**config.mk**
```make
export PLATFORM = sky130hd
export DESIGN_NAME = four_bit_adder
export DESIGN_NICKNAME = d
export VERILOG_FILES = /design/src/rtl/four_bit_adder.sv
export SDC_FILE = /design/constraint.sdc
export NUM_CORES = 1
export LEC_CHECK = 0
export ABC_AREA = 1
export CAP_MARGIN = 0
export CORE_AREA = 2 2 39 41
export DETAILED_ROUTE_END_ITERATION = 16
export DIE_AREA = 0 0 41 43
export GPL_TIMING_DRIVEN = 1
export PLACE_DENSITY = 0.69
export SETUP_SLACK_MARGIN = 0.1
export SYNTH_ARGS = -nofsm -noshare
export SYNTH_HDL_FRONTEND = slang
export SYNTH_SLANG_ARGS = --single-unit
```
**constraint.sdc**
```tcl
create_clock -name clk -period 3.6 [get_ports clk]
set_input_delay 0.72 -clock clk [delete_from_list [all_inputs] [get_ports clk]]
set_output_delay 0.72 -clock clk [all_outputs]
set_load 0.01 [all_outputs]
```
**src/rtl/four_bit_adder.sv**
```systemverilog
// Registered ripple-carry adder: one operation per cycle, one cycle latency,
// with carry, signed-overflow and zero flags aligned to a valid strobe.
module four_bit_adder #(
    parameter int WIDTH = 4
) (
    input  logic             clk,
    input  logic             rst,
    input  logic [WIDTH-1:0] op_a,
    input  logic [WIDTH-1:0] op_b,
    input  logic             carry_in,
    input  logic             in_valid,
    output logic [WIDTH-1:0] sum,
    output logic             carry_out,
    output logic             overflow,
    output logic             zero,
    output logic             out_valid
);

    // One full-adder cell: returns {carry_next, sum_bit}
    function automatic logic [1:0] full_add(input logic a, input logic b, input logic c);
        logic p;
        p = a ^ b;
        return {(a & b) | (c & p), p ^ c};
    endfunction

    logic [WIDTH:0]   carry_s;
    logic [WIDTH-1:0] sum_s;
    logic             overflow_s;
    logic             zero_s;

    logic [WIDTH-1:0] sum_r;
    logic             carry_r;
    logic             overflow_r;
    logic             zero_r;
    logic             valid_r;

    assign carry_s[0] = carry_in;

    for (genvar i = 0; i < WIDTH; i++) begin : g_cell
        logic [1:0] cell_s;
        assign cell_s         = full_add(op_a[i], op_b[i], carry_s[i]);
        assign sum_s[i]       = cell_s[0];
        assign carry_s[i + 1] = cell_s[1];
    end

    // Flags derived from the combinational sum before it is registered
    always_comb begin
        overflow_s = carry_s[WIDTH] ^ carry_s[WIDTH-1];
        zero_s     = (sum_s == {WIDTH{1'b0}});
    end

    // Result register: reset wins, idle cycles hold the previous result
    always_ff @(posedge clk) begin
        if (rst) begin
            sum_r      <= {WIDTH{1'b0}};
            carry_r    <= 1'b0;
            overflow_r <= 1'b0;
            zero_r     <= 1'b1;
            valid_r    <= 1'b0;
        end else if (in_valid) begin
            sum_r      <= sum_s;
            carry_r    <= carry_s[WIDTH];
            overflow_r <= overflow_s;
            zero_r     <= zero_s;
            valid_r    <= 1'b1;
        end else begin
            sum_r      <= sum_r;
            carry_r    <= carry_r;
            overflow_r <= overflow_r;
            zero_r     <= zero_r;
            valid_r    <= 1'b0;
        end
    end

    assign sum       = sum_r;
    assign carry_out = carry_r;
    assign overflow  = overflow_r;
    assign zero      = zero_r;
    assign out_valid = valid_r;

endmodule

```
==> results.cfg <==
[detailed_routing]
vias = 362
remaining_drc_errors = 0
wl_um = 685
antenna_left = 0
vias_per_cell = 4.36
wire_per_inst_um = 8.25
drt_pass1_iterations = 2
drt_iter0_drc = 7

[floorplanning]
rows = 14
dieArea_um2 = 1760
start_util_pct = 30.0
die_h_um = 43
ios = 20
fp.coreArea_um2 = 1380
die_w_um = 41

[timing]
fin_crit_sh_pct = 80.9
tightest_slew_ps = 406
slew_headroom_pct = 72.9
min_period_ps = 2910
drv_slew = 0
setup_ws_ps = 687
setup-violations-final = 0
finalSetupTns_ps = 0
finalHoldViolations = 0
fin_worst_skew_ps = 0
fmax_ghz = 0.343
rsz0062_at_grt = false

[run_status]
status = completed

[critical_path]
worstRegToRegCells = 2
regToRegEndpoint = sum[2]$_SDFFE_PP0P_
crit_path_max_incr_delay_ps = 440
path_cells = clkdlybuf4s50_1 > fa_1 > fa_1 > fa_1 > inv_1 > fa_1 > nand2_1 > nand2_1 > nor2_1
end_kind = flip-flop
worst-path-stages = 9
rr_startpoint = sum[2]$_SDFFE_PP0P_
cpLargestDelayFamily = adder cells
startpoint_type = input port
critPathBufInv = 2
slowest_stage = fa_1
critPathMostFrequentCell = fa_1
worstPathRequired_ps = 3790
crit_type = in2reg
rrSetupSlack_ps = 2970
cp.arrival_ps = 3100
worstPathMaxFanout = 3

[placement]
routabilityCongestion = 0.629
dp_hpwl_um = 584
preCtsSetupSlack_ps = 404
portBuffers = 19

[yosys]
synth.distinct_cells = 13
muxShareOfSynthArea_pct = 0
synth-seq-cells = 8
seq_area_frac_synth_pct = 38.6
synth-simple-area-share_pct = 26.8
synthAdderAreaFrac_pct = 19.3
netlist_area_um2 = 415
syn-num-nets = 62
postSynthCellCount = 46
synth_xor_area_share_pct = 0
synth-compound-area-share_pct = 6.93
synth_top_family_by_area = simple AND/OR/NAND/NOR gates
syn_avg_cell_area_um2 = 9.03
yosys_warnings = 0

[clock_network]
clk_pin_slew_ps = 50
cts.sinks = 8
post_cts_buffers = 0
cts_made_buffers = 3
post_cts_resized = 0
cts_hold_buf = 0
h-tree-depth = 1
cts_tree = built
clock_latency_ps = 250
cts_root_buf = clkbuf_4
cts.path.max_buffers = 2

[global_route]
grt_overflow = 0
groute.usage.overall_pct = 11.0
grt_pass1_wl_um = 1270
grt_max_degree = 11
antenna_found_initial = 0
grt_pass1_vias = 297

[run]
max-cap-violations = 0

[worst_hold_path]
hold_class = reg2reg
hp-start = carry_out$_SDFFE_PP0P_
holdPathStages = 2
min_to = carry_out$_SDFFE_PP0P_

[finish]
drive_gt1_share_pct = 11.9
syn_to_final_growth_pct = 53.3
fill_cells = 157
layout.nets = 85
multiInputGateArea_um2 = 220
antennaDiodeCount = 0
seq_area_um2 = 160

[pwr]
p_leak_nw = 0.274
peakVddDrop_mv = 0.199
powerDensity_nw_per_um2 = 372
-- cell usage in the layout, fill, tap and decap left out --
cell type / count
nor2_1: 12
clkdlybuf4s50_1: 19
nand2_1: 8
nand3_2: 1
inv_6: 1
nand2_2: 1
fa_1: 4
clkbuf_4: 3
a21oi_1: 1
nor2_8: 1
o21ai_0: 3
inv_1: 4
a21oi_2: 1
dfxtp_1: 8
-- area by class of cell --
cell class	count	share of cell area, %
tap	16	3.14
multi-input combinational	32	34.6
sequential	8	25.1
clock buffer	3	3.54
inverter	5	3.73
timing repair buffer	19	29.9
-- per-layer routing --
layer	track usage, %	routed length [µm]	vias up
li1	-	-	183
met3	7.85	74	0
met1	14.2	280	164
met5	0	0	-
met4	4.00	0	0
met2	14.1	330	15
-- synth_stat cells --
cell | instances | area (µm²)
inv_6 | 1 | 8.76
a21oi_2 | 1 | 8.76
nor2_1 | 12 | 45.0
a21oi_1 | 1 | 5.00
fa_1 | 4 | 80.1
buf_6 | 1 | 11.3
nand3_2 | 1 | 10.0
nor2_8 | 1 | 20.0
nand2_1 | 8 | 30.0
o21ai_0 | 3 | 15.0
nand2_2 | 1 | 6.26
dfxtp_1 | 8 | 160
inv_1 | 4 | 15.0
-- report_power, final --
group | leakage (nW) | total [mW] | switching [mW] | internal (mW)
Sequential | 0.0666 | 0.0998 | 0.00341 | 0.0964
Combinational | 0.194 | 0.0696 | 0.0305 | 0.0391
Clock | 0.0138 | 0.0677 | 0.0296 | 0.0381
-- worst reg2reg max path: cells and delay by family, from the launching register on --
kind / cells / cell delay [ps]
flops: 1 / 310
compound gates: 1 / 160
simple gates: 1 / 50
-- sequential cells by signal (all words and copies together), names as in the netlist --
signal     flops
sum            4
carry_out      1
out_valid      1
overflow       1
zero           1
-- through the flow --
stage          area, µm²  util, %  cells  hold WS (ps)  power, mW
6_report             637     46.0     83           470      0.237
4_1_cts              637     46.0     83           473      0.243
5_1_grt              637     46.0     83           500      0.255
2_1_floorplan        415        -     46           481      0.140
3_3_place_gp         614     44.4     80           453      0.172
3_5_place_dp         614     44.4     80           463      0.172
-- worst max-delay path by stage --
stage,startpoint,end,slack (ps)
finish,op_a[0],sum[3]$_SDFFE_PP0P_,690
global route,op_a[0],sum[3]$_SDFFE_PP0P_,570
CTS,op_a[0],sum[3]$_SDFFE_PP0P_,670
detailed placement,op_a[0],sum[3]$_SDFFE_PP0P_,400
global placement,op_a[0],sum[3]$_SDFFE_PP0P_,410
floorplan,op_a[0],sum[3]$_SDFFE_PP0P_,930
-- logic make-up (layout without fill, tap and decap cells) --
family | count (synthesis) | after routing
flip-flops | 8 | 8
buffers and inverters | 6 | 27
adder cells (fa/ha/maj) | 4 | 4
AO/OA/AOI/OAI | 5 | 5
AND/OR/NAND/NOR | 23 | 23
Note: power is estimated with default switching activity, not from simulation.
